$ cat config.mk
export PLATFORM = sky130hd
export DESIGN_NAME = mux_4_1_rr_arbiter
export DESIGN_NICKNAME = d
export VERILOG_FILES = /design/src/rtl/mux_4_1_rr_arbiter_pkg.sv /design/src/rtl/mux_4_1_8.sv /design/src/rtl/rr_pick_4.sv /design/src/rtl/mux_4_1_rr_arbiter.sv
export SDC_FILE = /design/constraint.sdc
export NUM_CORES = 1
export LEC_CHECK = 0
export CAP_MARGIN = 0
export CORE_MARGIN = 1
export CORE_UTILIZATION = 42
export CTS_CLUSTER_DIAMETER = 100
export DETAILED_ROUTE_END_ITERATION = 16
export GPL_TIMING_DRIVEN = 0
export PLACE_DENSITY = 0.84
export RECOVER_POWER = 100
export SYNTH_ARGS = -nofsm -noshare
export SYNTH_HDL_FRONTEND = slang
export SYNTH_SLANG_ARGS = --single-unit
$ cat constraint.sdc
create_clock -name i_clk -period 5.1 [get_ports i_clk]
set_input_delay 0.765 -clock i_clk [delete_from_list [all_inputs] [get_ports i_clk]]
set_output_delay 0.765 -clock i_clk [all_outputs]
set_load 0.005 [all_outputs]
$ cat src/rtl/mux_4_1_rr_arbiter_pkg.sv
// Shared constants and types for the 4-requester round-robin arbiter.
// State encodings stay plain localparams so legacy code can compare against them.
package mux_4_1_rr_arbiter_pkg;

  localparam int unsigned NUM_REQ = 4;
  localparam int unsigned SEL_W   = 2;

  localparam logic [0:0] ST_IDLE  = 1'b0;
  localparam logic [0:0] ST_GRANT = 1'b1;

  typedef logic [NUM_REQ-1:0] req_t;
  typedef logic [SEL_W-1:0]   sel_t;

endpackage

$ cat src/rtl/mux_4_1_8.sv
// 4:1 code mux with enable; output is zero when disabled.
module mux_4_1_8 #(
  parameter int unsigned DATA_W = 8
) (
  input  logic [DATA_W-1:0] d0_i,
  input  logic [DATA_W-1:0] d1_i,
  input  logic [DATA_W-1:0] d2_i,
  input  logic [DATA_W-1:0] d3_i,
  input  logic [1:0]        sel_i,
  input  logic              en_i,
  output logic [DATA_W-1:0] y_o
);

  always_comb begin
    y_o = '0;
    if (en_i) begin
      unique case (sel_i)
        2'd0:    y_o = d0_i;
        2'd1:    y_o = d1_i;
        2'd2:    y_o = d2_i;
        default: y_o = d3_i;
      endcase
    end
  end

endmodule

$ cat src/rtl/rr_pick_4.sv
// Rotating-priority picker: searches ptr+1, ptr+2, ptr+3, ptr (mod 4).
// With use_mask_i set, requester mask_idx_i is excluded from the search.
module rr_pick_4
  import mux_4_1_rr_arbiter_pkg::*;
(
  input  req_t req_i,
  input  sel_t ptr_i,
  input  sel_t mask_idx_i,
  input  logic use_mask_i,
  output logic any_o,
  output sel_t idx_o
);

  req_t eff_req;
  sel_t cand;
  logic found;

  always_comb begin
    eff_req = req_i;
    if (use_mask_i) begin
      eff_req[mask_idx_i] = 1'b0;
    end
    any_o = |eff_req;
    idx_o = '0;
    found = 1'b0;
    cand  = '0;
    // Offset NUM_REQ wraps to ptr itself, so the last owner is searched last.
    for (int unsigned i = 1; i <= NUM_REQ; i++) begin
      cand = ptr_i + sel_t'(i);
      if (!found && eff_req[cand]) begin
        idx_o = cand;
        found = 1'b1;
      end
    end
  end

endmodule

$ cat src/rtl/mux_4_1_rr_arbiter.sv
// Round-robin arbiter sharing one code channel between 4 requesters, with a
// bounded hold time and bubble-free handover when others are waiting.
module mux_4_1_rr_arbiter
  import mux_4_1_rr_arbiter_pkg::*;
#(
  parameter int unsigned MAX_HOLD = 4,
  parameter int unsigned DATA_W   = 8
) (
  input  logic              i_clk,
  input  logic              i_rst_n,
  input  logic              i_en,
  input  logic [3:0]        i_req,
  input  logic [DATA_W-1:0] i_code_0,
  input  logic [DATA_W-1:0] i_code_1,
  input  logic [DATA_W-1:0] i_code_2,
  input  logic [DATA_W-1:0] i_code_3,
  output logic [3:0]        o_grant,
  output logic [1:0]        o_sel_code,
  output logic              o_valid,
  output logic [DATA_W-1:0] o_code
);

  localparam int unsigned     HoldW   = $clog2(MAX_HOLD + 1);
  localparam logic [HoldW-1:0] HoldMax = HoldW'(MAX_HOLD);

  logic [0:0]       state_q, state_d;
  sel_t             ptr_q, ptr_d;
  logic [HoldW-1:0] hold_q, hold_d;
  req_t             grant_q, grant_d;
  sel_t             sel_q, sel_d;
  logic             valid_q, valid_d;

  logic pick_any;
  sel_t pick_idx;
  logic take, drop;

  // While granted, the owner is masked so pick_any means "someone else waits".
  rr_pick_4 u_pick (
    .req_i      (i_req),
    .ptr_i      (ptr_q),
    .mask_idx_i (sel_q),
    .use_mask_i (valid_q),
    .any_o      (pick_any),
    .idx_o      (pick_idx)
  );

  always_comb begin
    state_d = state_q;
    ptr_d   = ptr_q;
    hold_d  = hold_q;
    grant_d = grant_q;
    sel_d   = sel_q;
    valid_d = valid_q;
    take    = 1'b0;
    drop    = 1'b0;

    case (state_q)
      ST_IDLE: begin
        if (i_en && pick_any) take = 1'b1;
      end
      default: begin
        if (!i_en) begin
          drop = 1'b1;
        end else if (!i_req[sel_q]) begin
          if (pick_any) take = 1'b1;
          else          drop = 1'b1;
        end else if (hold_q == HoldMax && pick_any) begin
          take = 1'b1;
        end else if (hold_q != HoldMax) begin
          hold_d = hold_q + HoldW'(1);
        end
      end
    endcase

    if (take) begin
      state_d = ST_GRANT;
      ptr_d   = pick_idx;
      sel_d   = pick_idx;
      grant_d = req_t'(1) << pick_idx;
      valid_d = 1'b1;
      hold_d  = HoldW'(1);
    end
    if (drop) begin
      state_d = ST_IDLE;
      sel_d   = '0;
      grant_d = '0;
      valid_d = 1'b0;
      hold_d  = '0;
    end
  end

  always_ff @(posedge i_clk) begin
    if (!i_rst_n) begin
      state_q <= ST_IDLE;
      ptr_q   <= sel_t'(NUM_REQ - 1);
      hold_q  <= '0;
      grant_q <= '0;
      sel_q   <= '0;
      valid_q <= 1'b0;
    end else begin
      state_q <= state_d;
      ptr_q   <= ptr_d;
      hold_q  <= hold_d;
      grant_q <= grant_d;
      sel_q   <= sel_d;
      valid_q <= valid_d;
    end
  end

  assign o_grant    = grant_q;
  assign o_sel_code = sel_q;
  assign o_valid    = valid_q;

  mux_4_1_8 #(
    .DATA_W (DATA_W)
  ) u_mux (
    .d0_i  (i_code_0),
    .d1_i  (i_code_1),
    .d2_i  (i_code_2),
    .d3_i  (i_code_3),
    .sel_i (o_sel_code),
    .en_i  (o_valid),
    .y_o   (o_code)
  );

endmodule

==> flow_metrics.env, run 1 <==
export IMPL_htree_levels=1
export IMPL_grt_overflow_total=0
export IMPL_finalClockSkew_ns=0.00302
export IMPL_synth_area_top_cells="dfxtp_1 (23%), mux4_2 (19%), and2_1 (5.4%), nand2b_1 (4.2%), o211ai_1 (3.6%)"
export IMPL_ys_seq_elements=12
export IMPL_worstMarginPinSlew_ns=0.859
export IMPL_io_buffer_count=53
export IMPL_drive_gt1_share_pct=10.4
export IMPL_ff_latch_area_um2=240
export IMPL_cap_violations=0
export IMPL_clkTransAtPathRegs_ns=0.06
export IMPL_max_freq_mhz=281
export IMPL_p_int_uw=226
export IMPL_endpoint_kind="output pin"
export IMPL_rows=17
export IMPL_gp_congestion=0.693
export IMPL_root_buffer="clkbuf_4"
export IMPL_via_count=1100
export IMPL_yosysMostFrequentCell="dfxtp_1"
export IMPL_pwr_share_comb_pct=49.1
export IMPL_syn_area_mm2=0.00104
export IMPL_finalHoldViolCount=0
export IMPL_ant_nets=0
export IMPL_clkLatencyLatePin_ns=0.26
export IMPL_grt_start_max_net_pins=11
export IMPL_syn_num_nets=149
export IMPL_layout_area_overhead_vs_synth_pct=54.9
export IMPL_path_class="reg -> out"
export IMPL_synth_common_cells="dfxtp_1 (12), and2_1 (9), mux4_2 (9)"
export IMPL_setup_worst_path_start="o_sel_code[0]"
export IMPL_drtIter0Drc=14
export IMPL_tns_ns=0
export IMPL_ys_seq_area_share_pct=23.1
export IMPL_r2r_start="o_sel_code[0]"
export IMPL_status="complete, no violations"
export IMPL_synth_area_leader_cell="dfxtp_1"
export IMPL_cp_start_kind="flip-flop"
export IMPL_wl_per_cell_um=15.1
export IMPL_crit_arrival_ns=2.79
export IMPL_power_density_mw_per_mm2=202
export IMPL_whs_path_depth=2
export IMPL_finalWirelength_um=2890
export IMPL_start_util_pct=45.7
export IMPL_endpoint="o_code[1]"
export IMPL_post_route_min_period_ns=3.56
export IMPL_required_ns=4.34
export IMPL_io_pins=54
export IMPL_cp_max_fo=10
export IMPL_clockBufferDepth=2
export IMPL_ys_warn_count=0
export IMPL_grt_total_usage_pct=22.8
export IMPL_worstRegToRegCells=7
export IMPL_crit_chain="clkbuf_1 -> clkbuf_1 -> mux4_2 -> and2_1 -> dlygate4sd3_1"
export IMPL_finalSetupViolations=0
export IMPL_hold_path_class="reg -> reg"
export IMPL_ys_async_sr_fraction_pct=0
export IMPL_viasPerCell=5.73
export IMPL_p_clk_share_pct=17.0
export IMPL_rsz0062_at_grt="false"
export IMPL_slowest_stage="clkbuf_1"
export IMPL_diodes=0
export IMPL_synth_edff_count=0
export IMPL_cpMostUsedCell="clkbuf_1"
export IMPL_post_cts_resized=0
export IMPL_p_leak_uw=0.000596
export IMPL_power_share_sequential_pct=33.9
export IMPL_netlist_area_leader_share_pct=23.1
export IMPL_cts_buffers=3
export IMPL_post_cts_buffers=0
export IMPL_slowest_delay_ns=0.59
export IMPL_avgSynthCellArea_um2=9.64
export IMPL_grt_pass1_vias=1044
export IMPL_grt_pass1_wl_um=4550
export IMPL_nets=207
export IMPL_vdd_drop_max_v=0.000196
export IMPL_dp_hpwl_um=2270
export IMPL_core_area_mm2=0.00228
export IMPL_synth_distinct_cells=41
export IMPL_drv_slew=0
export IMPL_fill_cells=180
export IMPL_antenna_found_initial=0
export IMPL_ys_flop_type="dfxtp_1"
export IMPL_ctsHoldBuffers=0
export IMPL_p_sw_uw=99.6
export IMPL_multi_input_area_um2=728
export IMPL_synthCells=108
export IMPL_fp_dieArea_mm2=0.00268
export IMPL_first_pass_iters=4
export IMPL_cts_sinks=12
export IMPL_cts_tree="done"
export IMPL_die_width_um=51.8
export IMPL_r2r_end="o_sel_code[0]"
export IMPL_swShare_pct=30.6
export IMPL_post_route_period_util_pct=69.8
export IMPL_p_total_uw=326
export IMPL_slew_headroom_pct=42.8
export IMPL_die_h_um=51.8
export IMPL_drc=0
export IMPL_r2r_slack_ns=2.38
[stage by stage]
| step | hold slack, ns | setup slack (ns) | util, % | area, um^2 | instances |
|---|---|---|---|---|---|
| after floorplan | 0.466 | 2.90 | - | 1040 | 108 |
| after global placement | 0.463 | 2.12 | 70.6 | 1610 | 189 |
| after detailed placement | 0.467 | 2.09 | 70.6 | 1610 | 189 |
| after CTS | 0.478 | 2.06 | 71.6 | 1630 | 192 |
| after global routing | 0.502 | 1.34 | 70.9 | 1610 | 192 |
| final | 0.473 | 1.54 | 70.9 | 1610 | 192 |
[sequential cells by signal (all words and copies together) (netlist names)]
signal and flops:
o_valid 1, o_grant 4, ptr_q 2, o_sel_code 2
hold_q 3
[cells by family after synthesis]
group	Yosys count	share of synthesized area (%)
AOI/OAI and AO/OA	26	19.7
xor gates and xnor gates	1	0.841
adders and majority gates	2	2.40
buffers and inverters	12	5.65
DFF	12	23.1
muxes	10	20.4
and+or+nand+nor	45	27.9
[final cells by class]
type | instances | share of cell area [%]
multi-input cells | 84 | 45.2
repair buffers | 53 | 32.9
flip-flops and latches | 12 | 14.9
plain buffers | 7 | 2.33
well taps | 28 | 2.17
clock buffers | 3 | 1.40
inverters | 5 | 1.16
[worst max-delay path: cells and delay by family (launching register included)]
kind | cells | cell delay (ns)
buf+inv | 3 | 1.44
mux | 1 | 0.59
flops | 1 | 0.33
simple gates | 1 | 0.16
[power groups by stage]
| stage | combinational, uW | sequential [uW] | clock, uW |
|---|---|---|---|
| finish | 160 | 111 | 55.4 |
| global route | 175 | 112 | 63.4 |
| CTS | 169 | 111 | 57.0 |
| detailed placement | 168 | 113 | 0 |
| global placement | 163 | 112 | 0 |
| floorplan | 93.5 | 112 | 0 |
[placed cells by master, fill, tap and decap left out, types with 3 or more instances in the layout]
master	count
nor3_1	3
clkbuf_1	3
buf_2	3
and2_1	9
inv_1	5
mux4_2	9
a21oi_1	5
nor2_1	5
clkdlybuf4s50_1	39
clkbuf_4	3
dlygate4sd3_1	14
o211ai_1	5
nand2b_1	7
nand2_1	4
dfxtp_1	12
[worst min path at each step]
stage                     startpoint         end  slack, ns
final                     o_grant[1]  o_grant[1]       0.47
after global routing      o_grant[3]  o_grant[3]       0.50
after CTS                 o_grant[1]  o_grant[1]       0.48
after detailed placement  o_grant[1]  o_grant[1]       0.47
after global placement    o_grant[0]  o_grant[0]       0.46
after floorplan           o_grant[0]  o_grant[0]       0.47
[routing by layer]
| layer | GRT usage (%) | part of all wire, % | up-vias |
|---|---|---|---|
| met5 | 0 | 0 | - |
| met4 | 2.70 | 0.14 | 0 |
| met1 | 26.4 | 43 | 509 |
| met2 | 40.9 | 46 | 51 |
| li1 | - | - | 538 |
| met3 | 8.19 | 11 | 2 |
Power figures use the tool's default switching activity.
==> run 2: changes to the inputs <==
--- a/config.mk
+++ b/config.mk
@@ -7,11 +7,11 @@
 export LEC_CHECK = 0
 export CAP_MARGIN = 0
 export CORE_MARGIN = 1
-export CORE_UTILIZATION = 42
+export CORE_UTILIZATION = 39
 export CTS_CLUSTER_DIAMETER = 100
 export DETAILED_ROUTE_END_ITERATION = 16
 export GPL_TIMING_DRIVEN = 0
-export PLACE_DENSITY = 0.84
+export PLACE_DENSITY = 0.79
 export RECOVER_POWER = 100
 export SYNTH_ARGS = -nofsm -noshare
 export SYNTH_HDL_FRONTEND = slang
==> constraint.sdc (replaced) <==
create_clock -name i_clk -period 3.5 [get_ports i_clk]
set_input_delay 0.525 -clock i_clk [delete_from_list [all_inputs] [get_ports i_clk]]
set_output_delay 0.525 -clock i_clk [all_outputs]
set_load 0.005 [all_outputs]
==> run 2 against run 1 <==
Compared with the run above:
- cell area rose by 0.93%
- power grew 56%
- setup slack worse by 1.0 ns
- hold slack got worse by 0.0028 ns
- largest cell class unchanged
- clock-buffer cell count is 1 higher
- clock power is 100% higher
- highest routed layer unchanged
==> flow_metrics.env, run 2 (synthesis gave the netlist of run 1 again) <==
export IMPL_power_density_mw_per_mm2=313
export IMPL_final_cell_mix="clkdlybuf4s50_1 (45), dfxtp_1 (12), mux4_2 (9), and2_1 (9), dlygate4sd3_1 (8)"
export IMPL_dp_hpwl_um=2390
export IMPL_setup_worst_path_start="o_sel_code[0]"
export IMPL_wl_per_cell_um=15.4
export IMPL_use_met1_pct=20.8
export IMPL_grt_pass1_vias=1053
export IMPL_endpoint="o_code[5]"
export IMPL_drive_gt1_share_pct=10.3
export IMPL_fill_cells=219
export IMPL_slew_headroom_pct=44.2
export IMPL_root_buffer="clkbuf_4"
export IMPL_via_count=1120
export IMPL_post_route_min_period_ns=2.99
export IMPL_largest_register_ffs=4
export IMPL_post_cts_buffers=0
export IMPL_worstMarginPinSlew_ns=0.837
export IMPL_viasPerCell=5.74
export IMPL_htree_levels=1
export IMPL_finalSetupViolations=0
export IMPL_path_class="reg -> out"
export IMPL_drtIter0Drc=32
export IMPL_worstRegToRegCells=7
export IMPL_clkTransAtPathRegs_ns=0.07
export IMPL_ctsHoldBuffers=0
export IMPL_endpoint_kind="output pin"
export IMPL_gp_congestion=0.854
export IMPL_max_freq_mhz=335
export IMPL_r2r_end="o_sel_code[0]"
export IMPL_tns_ns=0
export IMPL_die_h_um=53.7
export IMPL_core_area_mm2=0.00250
export IMPL_diodes=0
export IMPL_start_util_pct=41.6
export IMPL_use_met2_pct=40.3
export IMPL_crit_arrival_ns=2.46
export IMPL_finalWirelength_um=3000
export IMPL_r2r_start="o_sel_code[0]"
export IMPL_place_inst=191
export IMPL_grt_start_max_net_pins=11
export IMPL_final_common_cell="clkdlybuf4s50_1"
export IMPL_io_pins=54
export IMPL_fp_dieArea_mm2=0.00288
export IMPL_first_pass_iters=4
export IMPL_drc=0
export IMPL_post_route_period_util_pct=85.3
export IMPL_ff_latch_area_um2=240
export IMPL_cp_max_fo=10
export IMPL_grt_pass1_wl_um=4470
export IMPL_hold_path_class="reg -> reg"
export IMPL_multi_input_area_um2=728
export IMPL_drv_slew=0
export IMPL_finalClockSkew_ns=0.00445
export IMPL_ant_nets=0
export IMPL_grt_busiest_layer="met2"
export IMPL_nets=207
export IMPL_stdcell_count=195
export IMPL_clockBufferDepth=2
export IMPL_vdd_drop_max_v=0.000279
export IMPL_io_buffer_count=53
export IMPL_grt_overflow_total=0
export IMPL_required_ns=2.97
export IMPL_die_width_um=53.7
export IMPL_cp_start_kind="flip-flop"
export IMPL_p_leak_uw=0.000585
export IMPL_r2r_slack_ns=1.03
export IMPL_status="complete, no violations"
export IMPL_antenna_found_initial=0
export IMPL_clkLatencyLatePin_ns=0.28
export IMPL_layout_area_overhead_vs_synth_pct=56.4
export IMPL_cts_tree="done"
export IMPL_cap_violations=0
export IMPL_rows=18
export IMPL_met3_usage_pct=8.47
export IMPL_grt_total_usage_pct=21.1
export IMPL_rsz0062_at_grt="false"
export IMPL_cts_buffers=3
export IMPL_finalHoldViolCount=0
export IMPL_post_cts_resized=0
export IMPL_cts_sinks=12
-- run 2: worst min path at each step --
stage	from	endpoint	slack, ns	depth (start not counted)
floorplan	o_grant[0]	o_grant[0]	0.47	2
global placement	o_grant[3]	o_grant[3]	0.46	2
detailed placement	o_grant[2]	o_grant[2]	0.46	2
CTS	o_grant[2]	o_grant[2]	0.48	2
global route	o_grant[0]	o_grant[0]	0.51	2
finish	o_grant[2]	o_grant[2]	0.47	2
-- run 2: where the power goes --
part | switching, uW | internal [uW]
logic | 96.3 | 142
registers | 10.2 | 151
clock network | 47.5 | 63.4
-- run 2: cell type report --
cell class / instances / area share [%]
Multi-Input combinational cell: 84 / 44.7
Tap cell: 30 / 2.31
Inverter: 5 / 1.15
Clock buffer: 4 / 2.23
Sequential cell: 12 / 14.8
Timing Repair Buffer: 53 / 32.6
Buffer: 7 / 2.23
-- run 2: layer usage --
layer	part of all wire, %	up-vias
met2	48	64
met1	38	511
met4	0.73	0
li1	-	543
met3	13	2
met5	0	-
-- run 2: metrics by stage --
| step | instance area (um^2) | hold slack, ns | setup slack, ns | utilization [%] | power (uW) |
|---|---|---|---|---|---|
| final | 1630 | 0.470 | 0.514 | 65.1 | 510 |
| after global routing | 1630 | 0.505 | 0.351 | 65.1 | 541 |
| after CTS | 1650 | 0.476 | 0.651 | 65.8 | 523 |
| after detailed placement | 1610 | 0.464 | 0.846 | 64.4 | 410 |
| after global placement | 1610 | 0.464 | 0.893 | 64.4 | 403 |
| after floorplan | 1040 | 0.466 | 1.54 | - | 299 |
-- run 2: worst max-delay path: stages, from the launching register on --
cell and delay, ns:
dfxtp_1 0.33, clkbuf_1 0.33, buf_2 0.39, mux4_2 0.54, and2_1 0.16, clkdlybuf4s50_1 0.44
